--- config.mk ---
export PLATFORM = sky130hd
export DESIGN_NAME = dmac_write_realign
export DESIGN_NICKNAME = d
export VERILOG_FILES = /design/src/rtl/dmac_write_realign.sv
export SDC_FILE = /design/constraint.sdc
export NUM_CORES = 1
export LEC_CHECK = 0
export BUFFER_PORTS_ARGS = -buffer_cell sky130_fd_sc_hd__buf_2
export CAP_MARGIN = 20
export CORE_MARGIN = 2
export CORE_UTILIZATION = 40
export DETAILED_ROUTE_END_ITERATION = 8
export GPL_TIMING_DRIVEN = 0
export MAX_ROUTING_LAYER = met4
export SYNTH_ARGS = -nofsm -noshare
export SYNTH_HDL_FRONTEND = slang
export SYNTH_SLANG_ARGS = --single-unit
--- constraint.sdc ---
create_clock -name clk_i -period 22 [get_ports clk_i]
set_clock_uncertainty 0.05 [all_clocks]
set_input_delay 4.4 -clock clk_i [delete_from_list [all_inputs] [get_ports clk_i]]
set_output_delay 4.4 -clock clk_i [all_outputs]
set_load 0.005 [all_outputs]
--- src/rtl/dmac_write_realign.sv ---
// Byte realigner between the read engine and the write engine: strips src_offset head bytes, inserts dst_offset zero lanes.
// Latency: 1 cycle from an s handshake to m_valid; sustains 1 beat/cycle when both sides are always ready.
// Backpressure: s_ready drops when the 2*BYTES buffer cannot take a full beat; m_data/m_last/m_strb hold while m_valid && !m_ready.
//
// Ports:
//   clk_i, rst_i                 clock, synchronous active-high reset
//   cfg_valid_i / cfg_ready_o    transfer descriptor handshake (ready only in IDLE)
//   cfg_src_offset_i             source address % BYTES
//   cfg_dst_offset_i             destination address % BYTES
//   cfg_length_i                 transfer length in bytes (0 allowed)
//   s_valid_i/s_ready_o/s_data_i read-data stream, aligned to the source address
//   m_valid_o/m_ready_i/m_data_o realigned stream to the write engine, m_last_o on the final beat
//   m_strb_o                     lane-valid mask, present only with DMAC_WRITE_REALIGN_STRB_EN defined
//   done_o                       1-cycle pulse the cycle after the final m handshake
module dmac_write_realign #(
   parameter  int ADDR_WD = 32,
   parameter  int DATA_WD = 32,
   localparam int BYTES   = DATA_WD / 8,
   localparam int OW      = $clog2(BYTES)
) (
   input  logic               clk_i,
   input  logic               rst_i,
   input  logic               cfg_valid_i,
   output logic               cfg_ready_o,
   input  logic [OW-1:0]      cfg_src_offset_i,
   input  logic [OW-1:0]      cfg_dst_offset_i,
   input  logic [ADDR_WD-1:0] cfg_length_i,
   input  logic               s_valid_i,
   output logic               s_ready_o,
   input  logic [DATA_WD-1:0] s_data_i,
   output logic               m_valid_o,
   input  logic               m_ready_i,
   output logic [DATA_WD-1:0] m_data_o,
   output logic               m_last_o,
`ifdef DMAC_WRITE_REALIGN_STRB_EN
   output logic [BYTES-1:0]   m_strb_o,
`endif
   output logic               done_o
);

   localparam int BUFN = 2 * BYTES;
   // Fill counts 0..BUFN; one extra bit lets index sums up to 2*BUFN-1 be formed without wrapping.
   localparam int FW   = $clog2(BUFN) + 1;

   typedef enum logic [1:0] {IDLE, RUN, DONE} state_t;

   state_t             state_q;
   logic [OW-1:0]      src_off_q, dst_off_q;
   logic [ADDR_WD-1:0] in_rem_q;      // source bytes still to accept
   logic [ADDR_WD-1:0] out_bytes_q;   // payload bytes still to emit
   logic [ADDR_WD:0]   out_beats_q;   // output beats still to emit
   logic               first_in_q, first_out_q;
   logic [7:0]         buf_q [BUFN];  // buf_q[0] is the oldest byte
   logic [7:0]         buf_d [BUFN];
   logic [FW-1:0]      fill_q, fill_d, fill_sh;

   logic [OW-1:0]      in_lo, out_lo;
   logic [ADDR_WD-1:0] in_avail, in_n, out_avail, need;
   logic [FW-1:0]      in_n_f, need_f, used_f;
   logic               s_hs, m_hs;

   // Only the first beat on each side is offset; every later beat starts at lane 0.
   assign in_lo     = first_in_q  ? src_off_q : '0;
   assign out_lo    = first_out_q ? dst_off_q : '0;
   assign in_avail  = ADDR_WD'(BYTES) - ADDR_WD'(in_lo);
   assign in_n      = (in_rem_q < in_avail) ? in_rem_q : in_avail;
   assign out_avail = ADDR_WD'(BYTES) - ADDR_WD'(out_lo);
   assign need      = (out_bytes_q < out_avail) ? out_bytes_q : out_avail;
   assign in_n_f    = FW'(in_n);
   assign need_f    = FW'(need);

   assign cfg_ready_o = (state_q == IDLE);
   assign done_o      = (state_q == DONE);
   assign m_valid_o   = (state_q == RUN) && (fill_q >= need_f);
   assign m_last_o    = m_valid_o && (out_beats_q == (ADDR_WD+1)'(1));
   assign m_hs        = m_valid_o && m_ready_i;
   assign used_f      = m_hs ? need_f : '0;
   // Accept only when a full beat fits after this cycle's drain.
   assign s_ready_o   = (state_q == RUN) && (in_rem_q != '0) &&
                        (({1'b0, fill_q} + (FW+1)'(BYTES) - {1'b0, used_f}) <= (FW+1)'(BUFN));
   assign s_hs        = s_valid_i && s_ready_o;

   // Output lanes out_lo..out_lo+need-1 take the oldest buffered bytes; all other lanes are zero.
   always_comb begin
      logic [FW-1:0] k;
      k        = '0;
      m_data_o = '0;
`ifdef DMAC_WRITE_REALIGN_STRB_EN
      m_strb_o = '0;
`endif
      for (int l = 0; l < BYTES; l++) begin
         k = FW'(l) - FW'(out_lo);
         if (m_valid_o && (FW'(l) >= FW'(out_lo)) && (k < need_f)) begin
            m_data_o[8*l +: 8] = buf_q[k[FW-2:0]];
`ifdef DMAC_WRITE_REALIGN_STRB_EN
            m_strb_o[l] = 1'b1;
`endif
         end
      end
   end

   // Next buffer: drop the bytes consumed by this cycle's m handshake, then append the new source lanes.
   always_comb begin
      logic [FW-1:0] idx, pos;
      logic [OW-1:0] lane;
      idx     = '0;
      pos     = '0;
      lane    = '0;
      fill_sh = fill_q - used_f;
      for (int i = 0; i < BUFN; i++) begin
         idx      = FW'(i) + used_f;
         buf_d[i] = (idx < fill_q) ? buf_q[idx[FW-2:0]] : 8'h00;
      end
      for (int i = 0; i < BUFN; i++) begin
         pos = FW'(i) - fill_sh;
         if (s_hs && (FW'(i) >= fill_sh) && (pos < in_n_f)) begin
            lane     = pos[OW-1:0] + in_lo;
            buf_d[i] = s_data_i[8*lane +: 8];
         end
      end
      fill_d = fill_sh + (s_hs ? in_n_f : '0);
   end

   always_ff @(posedge clk_i) begin
      if (rst_i) begin
         state_q     <= IDLE;
         src_off_q   <= '0;
         dst_off_q   <= '0;
         in_rem_q    <= '0;
         out_bytes_q <= '0;
         out_beats_q <= '0;
         first_in_q  <= 1'b0;
         first_out_q <= 1'b0;
         fill_q      <= '0;
         for (int i = 0; i < BUFN; i++) buf_q[i] <= 8'h00;
      end else begin
         for (int i = 0; i < BUFN; i++) buf_q[i] <= buf_d[i];
         case (state_q)
            IDLE: begin
               if (cfg_valid_i) begin
                  src_off_q   <= cfg_src_offset_i;
                  dst_off_q   <= cfg_dst_offset_i;
                  in_rem_q    <= cfg_length_i;
                  out_bytes_q <= cfg_length_i;
                  out_beats_q <= ({1'b0, cfg_length_i} + (ADDR_WD+1)'(cfg_dst_offset_i) +
                                  (ADDR_WD+1)'(BYTES - 1)) >> OW;
                  first_in_q  <= 1'b1;
                  first_out_q <= 1'b1;
                  fill_q      <= '0;
                  state_q     <= (cfg_length_i == '0) ? DONE : RUN;
               end
            end
            RUN: begin
               fill_q <= fill_d;
               if (s_hs) begin
                  in_rem_q   <= in_rem_q - in_n;
                  first_in_q <= 1'b0;
               end
               if (m_hs) begin
                  out_bytes_q <= out_bytes_q - need;
                  out_beats_q <= out_beats_q - (ADDR_WD+1)'(1);
                  first_out_q <= 1'b0;
                  if (m_last_o) state_q <= DONE;
               end
            end
            default: state_q <= IDLE;
         endcase
      end
   end

endmodule

# Word level (Yosys, flattened, before mapping)
# Memory sizes are Yosys's and may differ from the RTL's.
# Cells that the tools add are included.
# classes
eq_ne	7
mux	57
magnitude_cmp	35
reduce_logical	38
bitwise	8
add_sub_neg	38
n_shift	8
# ops
cell	count
32-bit by 6-bit variable part select with 8-bit output	8
8-bit two-way mux	28
32-bit two-way mux	5
32-bit case mux with 2 select lines	2
4-bit < comparator	20
33-bit two-way mux	2
33-bit case mux with 2 select lines	1
32-bit < comparator	2
32-bit subtractor	2
32-bit by 2-bit adder with 33-bit output	1
33-bit by 2-bit adder with 33-bit output (second input constant)	1
33-bit by 1-bit equality test with 1-bit output (second input constant)	1
33-bit by 1-bit subtractor with 33-bit output (second input constant)	1
32-bit logical NOT	1
32-bit nonzero test	1
1-bit logical AND	29
2-bit adder	8
3-bit by 4-bit adder with 4-bit output (first input constant)	4
3-bit by 4-bit >= comparator with 1-bit output (first input constant)	4
3-bit by 4-bit subtractor with 4-bit output (first input constant)	4
2-bit two-way mux	6
4-bit two-way mux	3
3-bit AND reduction	3
2-bit by 4-bit adder with 4-bit output (first input constant)	2
27 further kinds	52
# word_totals
ram_bits	64
n_memories	1
regBits	109
elab_cells	201
in_bits	73
# mem_list
name	depth	width	rd	rd_ports_with_merged_regs	wr	line	text
buf_q	8	8	12	0	8	53	logic [7:0] buf_q [BUFN];

# Logic depth before layout (Yosys ltp)
# Gate-level depths: netlist (run 1).
# depth
ltp_word	16
ltp_mapped	39
mapped_depth_nobuf	32

# Worst setup path before layout (run 1)
# OpenSTA, ideal clock, no wires.
# synth_path
path_kind	input port to output port
startpoint	in m_ready_i
endpoint	out s_ready_o
arrival_ns	7.337
setup_slack_ns	10.213
path_buffers	3
required_ns	17.550
cell_stages	14
cell_sequence	nand3_1 -> a21oi_1 -> buf_4 -> buf_2 -> buf_4 -> inv_1 -> ha_1 -> inv_1 -> ha_1 -> fa_1 -> and3b_1 -> o21ai_0 -> nor3b_1 -> o21a_1
# synth_between
elab_chain_cells	5
# synth_lines
element	line	text
from (decl)	32	input logic m_ready_i,
1-bit logical AND	76	assign m_hs = m_valid_o && m_ready_i;
4-bit two-way mux	77	assign used_f = m_hs ? need_f : '0;
5-bit by 4-bit subtractor with 5-bit output	80	(({1'b0, fill_q} + (FW+1)'(BYTES) - {1'b0, used_f}) <= (FW+1)'(BUFN));
5-bit by 4-bit <= comparator with 1-bit output	80	
1-bit logical AND	79	assign s_ready_o = (state_q == RUN) && (in_rem_q != '0) &&
to (decl)	29	output logic s_ready_o,
# Every way passes these cells.

# Worst setup path in the final report (run 1)
# layout_path
startpoint	reg dst_off_q[0]
endpoint	out s_ready_o
# layout_between
elab_chain_cells	11
# layout_lines
element	line	text
from (decl)	48	logic [OW-1:0] src_off_q, dst_off_q;
from (signal assigned)	142	dst_off_q <= cfg_dst_offset_i;
2-bit two-way mux (*)	64	assign out_lo = first_out_q ? dst_off_q : '0;
3-bit by 2-bit subtractor with 4-bit output (*)	67	assign out_avail = ADDR_WD'(BYTES) - ADDR_WD'(out_lo);
32-bit < comparator	68	assign need = (out_bytes_q < out_avail) ? out_bytes_q : out_avail;
32-bit two-way mux (*)	68	
4-bit >= comparator	74	assign m_valid_o = (state_q == RUN) && (fill_q >= need_f);
1-bit logical AND	74	
1-bit logical AND	76	
4-bit two-way mux (*)	77	
5-bit by 4-bit subtractor with 5-bit output (*)	80	
5-bit by 4-bit <= comparator with 1-bit output (*)	80	
1-bit logical AND (*)	79	
# Mark *: on every way between the ends. The rest lies on a longest branch, timed or not.

==> results of run 1 <==
-- layout by cell type, fill, tap and decap left out, drive strengths merged, types with 25 or more instances in the layout --
cell type  synthesis  final
nand3             50     50
xnor2             29     29
ha               101    101
nor3              67     67
mux4              67     67
clkbuf           125    144
a21oi            125    125
nor4              34     34
mux2              42     42
inv               67     73
buf               35    144
nor2b             36     36
nand2            248    248
o21ai            123    123
mux2i            119    119
nor2             202    202
a31oi             33     33
dfxtp            173    173
a22oi             32     32
a21o              25     25
-- synthesized netlist by cell type, drive strengths merged, types with 21 or more instances --
library cell  number  area (um2)
a211oi            24         180
nor2b             36         225
buf               35         163
nand2            248         933
clkbuf           125         469
nor4              34         225
mux2              42         473
xnor2             29         280
a21oi            125         626
o221ai            24         210
a22oi             32         240
a21o              25         188
o21ai            123         616
nand3             50         250
mux2i            119        1190
inv               67         251
o22ai             23         144
mux4              67        1510
nor2             202         758
a31oi             33         206
o31ai             24         180
or3               24         150
dfxtp            173        3460
xor2              22         193
nand4             21         131
nor3              67         335
ha               101        1260
-- per-layer routing --
layer	GRT usage [%]	up-vias
met5	-	-
met4	21.3	0
met1	41.8	8902
li1	-	8144
met2	58.4	1123
met3	5.54	284
-- final cells by class --
type                       instances  area share, %
antenna                            2         0.0269
buffer                           160           3.40
clock buffer                      18           2.36
clock inverter                    14           1.08
inverter                          69           1.39
multi-input combinational       1717           66.5
sequential                       173           18.6
tap                              532           3.58
timing repair buffer             110           3.01
-- metrics by stage --
step,setup slack [ps],instance area [um2],util [%],instances
2_1_floorplan,10210,16700,-,2119
4_1_cts,7940,18600,45.3,2791
6_report,7850,18600,45.3,2795
3_3_place_gp,8580,17900,43.7,2756
5_1_grt,7380,18600,45.3,2795
3_5_place_dp,8490,17900,43.7,2759
-- registers in the layout (all words and copies together) (netlist names) --
signal,count
out_bytes_q,32
out_beats_q,33
first_out_q,1
dst_off_q,2
first_in_q,1
state_q,2
in_rem_q,32
src_off_q,2
fill_q,4
buf_q,64
-- kinds of logic after synthesis --
kind of cell	count (synthesis)
buffers and inverters	229
and+or+nand+nor	756
xor gates and xnor gates	51
adders and majority gates	108
AOI/OAI and AO/OA	561
DFF	173
muxes	228
other	1
-- path summary, 6_finish.rpt --
path | to | start | slack, ps | depth (start not counted)
max | s_ready_o | dst_off_q[0] | 7850 | 30
max reg2reg | buf_q[5][2] | dst_off_q[0] | 9840 | 37
min reg2reg | src_off_q[1] | src_off_q[1] | 410 | 2
min | src_off_q[1] | src_off_q[1] | 410 | 2
-- power by group --
part | switching [mW] | internal [mW]
logic | 0.232 | 0.113
clock network | 0.162 | 0.187
registers | 0.0298 | 0.337
-- critical path: cells and delay by family (launching register included) --
| kind | cells | cell delay [ps] |
|---|---|---|
| buffers and inverters | 11 | 3450 |
| and+or+nand+nor | 7 | 2320 |
| DFF | 1 | 330 |
| adders and majority gates | 6 | 1830 |
| AOI/OAI and AO/OA | 6 | 1220 |
==> metrics.log, run 1 <==
INFO  metric total_leakage_power = just under 7 nW
INFO  metric data_arrival_critical_path = between 9000 and 10,000 ps
INFO  metric die_height = ~210 um
INFO  metric setup_violations = 0
INFO  metric final_antenna_net_count = 0
INFO  metric post_dp_hpwl = roughly 58,000 um
INFO  metric met3WireLength = slightly above 6000 um
INFO  metric critPathMaxStageDelay = 650 ps
INFO  metric final_worst_path_period_need = ~14,000 ps
INFO  metric power-per-cell-area = roughly 57 nW/um2
INFO  metric dieArea = 43,300 um2
INFO  metric post_synthesis_xor_xnor_area_fraction = about 2.8%
INFO  metric tritoncts_clock_tree = yes
INFO  metric combinational_family_with_the_most_area_after_synthesis = compound AO/OA/AOI/OAI gates
INFO  metric total_count_of_hold_check_failures_in_the_final_report = 0
INFO  metric fraction_of_registers_with_async_set_reset = 0%
INFO  metric gp_congestion = slightly below 1
INFO  metric totalNegativeSetupSlack = 0 ps
INFO  metric fin_total_pwr = about 1.1 mW
INFO  metric core_region_area = 41,000 um2
INFO  metric pin_count_of_the_biggest_net_entering_global_routing = 18
INFO  metric yosysWarningCount = 0
INFO  metric critical-path-top-cell-by-count = ha_1
INFO  metric ctsResizeCount = 0
INFO  metric rsz0062_at_grt = false
INFO  metric cts_htree_levels = 4
INFO  metric cts_hold_repair.buffers = 0
INFO  metric clk_latency = 490 ps
INFO  metric worst_case_hold_slack = ~410 ps
INFO  metric drcViolationCount = 0
INFO  metric avgViaCountPerCell = ~6.6
INFO  metric netlist_instances = between 2,000 and 2,500
INFO  metric grt_antenna_before_repair = 3
INFO  metric number_of_max_slew_violations_in_the_final_report = 0
INFO  metric grt_remaining_overflow = 0
INFO  metric multi_input_comb_area = about 12,000 um2
INFO  metric post-cts-setup-buffer-count = 0
INFO  metric slowest_stage = clkbuf_1
INFO  metric crit_path_end_kind = output pin
INFO  metric setup.worst_path.start_class = register
INFO  metric slew_of_the_pin_with_the_lowest_slew_margin = between 1000 and 1500 ps
INFO  metric post_route_clock_period_utilization = 64.3%
INFO  metric synth-adder-area-share = between 8 and 9%
INFO  metric final_layout_size_suffix_gt1_share = about 13%
INFO  metric wl_met1 = about 30,000 um
INFO  metric filler_cell_count = 4,166
INFO  metric synth_simple_gate_area_share = roughly a fifth
INFO  metric nets = 2,429
INFO  metric dominantRegCellSynth = dfxtp_1
INFO  metric synth.distinct_cells = 77
INFO  metric ctsLongestPathBuffers = 2
INFO  metric start_util = 40.7%
INFO  metric critical_path_fanout_max = 14
INFO  metric placement.io_buffers = roughly 110
INFO  metric area_growth = 11.5%
INFO  metric timing.slew.headroom = 29.7%
INFO  metric worstPathRequired = 17,550 ps
INFO  metric floorplan.rows = 74
INFO  metric seq_area_frac_synth = about a fifth
INFO  metric post_synth_mux_area_share = a little under a fifth
INFO  metric first_global_vias = ~18,000
INFO  metric dr.pass1.iters = 9
INFO  metric critPathKind = register to output pin
INFO  metric cap_violations = 0
INFO  metric wirelength = roughly 77,000 um
INFO  metric cell_area_after_synthesis = roughly 17,000 um2
INFO  metric outcome = finished clean
INFO  metric synth.avg_cell_area = between 7 and 8 um2
INFO  metric hold_path_class = register to register
INFO  metric die_w = 208 um
INFO  metric dr_wl_met2 = 36,200 um
INFO  metric post_synth_edffs = 0
INFO  metric clk_transition_reported_paths = around 90 ps
INFO  metric grt_pass1_wl = ~110,000 um
INFO  metric ctsRootBufferMaster = clkbuf_16
INFO  metric largest_vdd_supply_drop = approximately 0.054 mV
INFO  metric synth_compound_area_share = 22.3%
INFO  metric cts_inserted_buffers = 17
INFO  metric cts_sinks = around 170
INFO  metric detailroute.via_count = about 18,000
INFO  metric drt-wirelength-per-cell = 27.5 um
INFO  metric max_clock_freq = about 71 MHz
INFO  metric dr.max_layer_used = met4
INFO  metric track_usage = approximately 36%
INFO  metric layout.area.seq = ~3500 um2
INFO  metric post_synthesis_register_bit_count = between 150 and 200
INFO  metric floorplan.io_pins = 110
INFO  metric drt_iter0_markers = around 2,000
(Power assumes the default switching activity.)
==> run 2, diff against run 1 <==
--- a/config.mk
+++ b/config.mk
@@ -5,6 +5,7 @@
 export SDC_FILE = /design/constraint.sdc
 export NUM_CORES = 1
 export LEC_CHECK = 0
+export ABC_AREA = 1
 export BUFFER_PORTS_ARGS = -buffer_cell sky130_fd_sc_hd__buf_2
 export CAP_MARGIN = 20
 export CORE_MARGIN = 2
==> constraint.sdc (replaced) <==
create_clock -name clk_i -period 11.94 [get_ports clk_i]
set_clock_uncertainty 0.05 [all_clocks]
set_input_delay 2.388 -clock clk_i [delete_from_list [all_inputs] [get_ports clk_i]]
set_output_delay 2.388 -clock clk_i [all_outputs]
set_load 0.005 [all_outputs]
==> run 2 against run 1 <==
  * Hold slack better by 39 ps
  * Area after synthesis up 5.9%
  * Flip-flop and latch count unchanged
  * First-iteration DRC count is 7.0% higher
  * Die area up 5.8%
  * Register-to-register slack got worse by 7800 ps
==> metrics.log, run 2 <==
INFO  metric yosysWarningCount = 0 (unchanged)
INFO  metric layout_commonest_cell = nand2_1
INFO  metric synth.area.top_cells = dfxtp_1 (20%), nand2_1 (17%), nand3_1 (9.4%)
INFO  metric dr.pass1.iters = 7 (-2)
INFO  metric r2r_start = first_out_q
INFO  metric post_synth_edffs = 0 (unchanged)
INFO  metric largest_registers = buf_q (64), out_beats_q (33)
INFO  metric die_height = 214 um (+2.9%)
INFO  metric pin_count_of_the_biggest_net_entering_global_routing = 19 (+1)
INFO  metric core_region_area = 43,400 um2 (+5.7%)
INFO  metric dieArea = 45,800 um2 (+5.8%)
INFO  metric placement.io_buffers = 108 (+2.9%)
INFO  metric first_global_vias = 20,300 (+15%)
INFO  metric area_growth = 10.9%
INFO  metric final_cell_mix = nand2_1 (780), nand3_1 (333), inv_1 (318)
INFO  metric timing.critical_path.to = s_ready_o
INFO  metric total_count_of_hold_check_failures_in_the_final_report = 0 (unchanged)
INFO  metric cell_area_after_synthesis = 17,700 um2 (+5.9%)
INFO  metric drt-wirelength-per-cell = 22.5 um (-18%)
INFO  metric worst_r2r_endpoint = buf_q[0][3]
INFO  metric start_util = 40.7% (+0.070 points)
INFO  metric power-per-cell-area = 110 nW/um2 (+93%)
INFO  metric synth.top_cells.by_count = nand2_1 (780), nand3_1 (333), inv_1 (318)
INFO  metric post_route_clock_period_utilization = 87.9%
INFO  metric wirelength = 84,400 um (+9.8%)
INFO  metric floorplan.rows = 76 (+2.7%)
INFO  metric regMostFlops = buf_q
INFO  metric min-delay-start = src_off_q[1]
INFO  metric grt_remaining_overflow = 0 (unchanged)
INFO  metric worst_setup_path_startpoint = first_out_q
INFO  metric die_w = 214 um (+2.9%)
INFO  metric total_leakage_power = 9.39 nW (+36%)
INFO  metric nets = 3,336 (+37%)
INFO  metric post-cts-setup-buffer-count = 0 (unchanged)
INFO  metric grt_pass1_wl = 126,000 um (+11%)
INFO  metric cts_htree_levels = 4 (unchanged)
INFO  metric synth.avg_cell_area = 5.86 um2 (-26%)
INFO  metric netlist_instances = 3,015 (+43%)
INFO  metric totalNegativeSetupSlack = 0 ps (unchanged)
INFO  metric grt_antenna_before_repair = 0 (-3)
INFO  metric final_worst_path_period_need = roughly 10,000 ps
INFO  metric cts_sinks = 173 (unchanged)
INFO  metric final_antenna_net_count = 0 (unchanged)
INFO  metric flip_flop_count_of_the_largest_register_all_copies_and_words_added = 64 (unchanged)
INFO  metric tritoncts_clock_tree = yes
INFO  metric antennaDiodeCount = 0 (-2)
INFO  metric max_clock_freq = ~95 MHz
INFO  metric data_arrival_critical_path = 8050 ps (-1650 ps)
INFO  metric slew_of_the_pin_with_the_lowest_slew_margin = 1100 ps (+41.1 ps)
INFO  metric reg2reg_setup_slack = 2020 ps (-7820 ps)
INFO  metric post_dp_hpwl = 68,700 um (+19%)
INFO  metric cap_violations = 0 (unchanged)
INFO  metric post_synthesis_register_bit_count = 173 (unchanged)
INFO  metric timing.slew.headroom = 26.7% (-3.0 points)
INFO  metric most_frequent_cell_after_synthesis = nand2_1
INFO  metric clk_latency = 510 ps (+20 ps)
INFO  metric cts_hold_repair.buffers = 0 (unchanged)
INFO  metric rsz0062_at_grt = false
INFO  metric final_layout_size_suffix_gt1_share = 9.44% (-3.5 points)
INFO  metric largest_vdd_supply_drop = 0.126 mV (+130%)
INFO  metric fraction_of_registers_with_async_set_reset = 0% (unchanged)
INFO  metric hold_path_class = register to register
INFO  metric ctsLongestPathBuffers = 2 (unchanged)
INFO  metric setup_violations = 0 (unchanged)
INFO  metric worst_r2r_path_depth = 40 (+8.1%)
INFO  metric ctsRootBufferMaster = clkbuf_16
INFO  metric critical-path-top-cell-by-count = nand2_1
INFO  metric slowest_stage = fa_1
INFO  metric number_of_max_slew_violations_in_the_final_report = 0 (unchanged)
INFO  metric crit_path_end_kind = output pin
INFO  metric track_usage = 37.0% (+1.2 points)
INFO  metric detailroute.via_count = 21,700 (+18%)
INFO  metric synth.distinct_cells = 53 (-31%)
INFO  metric floorplan.io_pins = 110 (unchanged)
INFO  metric ctsResizeCount = 0 (unchanged)
INFO  metric drcViolationCount = 0 (unchanged)
INFO  metric worst_case_hold_slack = 454 ps (+38.6 ps)
INFO  metric drt_iter0_markers = 2,087 (+7.0%)
INFO  metric cts_inserted_buffers = 17 (unchanged)
INFO  metric gp_congestion = 1.05 (+5.8%)
INFO  metric critPathMaxStageDelay = 770 ps (+120 ps)
INFO  metric synth_largest_type_area_fraction = 19.6% (-1.2 points)
INFO  metric setup.worst_path.start_class = register
INFO  metric dominantRegCellSynth = dfxtp_1
INFO  metric critical_path_fanout_max = 11 (-3)
INFO  metric clk_transition_reported_paths = 80 ps (about the same)
INFO  metric seq_area_frac_synth = 19.6% (-1.2 points)
INFO  metric outcome = finished clean
INFO  metric synth_top_area_cell = dfxtp_1
INFO  metric avgViaCountPerCell = 5.78 (-12%)
INFO  metric critPathKind = register to output pin
INFO  metric worstPathRequired = 9500 ps (-8050 ps)
-- run 2: layer usage --
metal  GRT usage [%]  up-vias  routed length [um]
li1                -    10300                   -
met1            43.5    10200               34900
met2            61.1      971               39300
met3            5.12      234                5180
met4            20.4        0                5030
met5               -        -                   0
-- run 2: where the power goes --
| group | switching (mW) | leakage (nW) | internal [mW] |
|---|---|---|---|
| clock network | 0.314 | 0.294 | 0.306 |
| logic | 0.578 | 7.68 | 0.242 |
| registers | 0.0816 | 1.42 | 0.636 |
| total | 0.974 | 9.39 | 1.18 |
-- run 2: how the worst min path moves through the flow --
stage	to	slack, ps	cells past startpoint
after floorplan	src_off_q[0]	410	2
after global placement	src_off_q[0]	420	2
after detailed placement	out_beats_q[31]	440	1
after CTS	src_off_q[1]	460	2
after global routing	dst_off_q[1]	470	2
final	src_off_q[1]	450	2
-- run 2: kinds of logic after synthesis --
family	share of synthesized area [%]
compound gates	17.8
simple gates	41.9
fa+ha+maj	7.95
buf+inv	10.8
xor+xnor	1.88
other cells	0.0212
flops	19.6
-- run 2: layout make-up --
cell class / count / area, um2
tap: 585 / 732
multi-input combinational: 2382 / 12300
buffer: 139 / 649
inverter: 333 / 1250
sequential: 173 / 3460
fill: 4840 / 23800
clock inverter: 14 / 166
timing repair buffer: 109 / 546
clock buffer: 18 / 439
-- run 2: through the flow --
| stage | setup WS, ps | utilization [%] | total power, mW | area (um2) | cells |
|---|---|---|---|---|---|
| 2_1_floorplan | 4360 | - | 1.24 | 17700 | 3027 |
| 3_3_place_gp | 2310 | 43.8 | 1.52 | 19000 | 3720 |
| 3_5_place_dp | 2210 | 43.8 | 1.53 | 19000 | 3720 |
| 4_1_cts | 1630 | 45.2 | 2.14 | 19600 | 3752 |
| 5_1_grt | 1040 | 45.2 | 2.27 | 19600 | 3753 |
| 6_report | 1450 | 45.2 | 2.16 | 19600 | 3753 |
-- run 2: worst max-delay path: cells and delay by family, from the launching register on --
kind	cells	cell delay, ps
compound gates	1	290
fa+ha+maj	5	2080
flops	1	360
simple gates	16	2450
buf+inv	10	2330
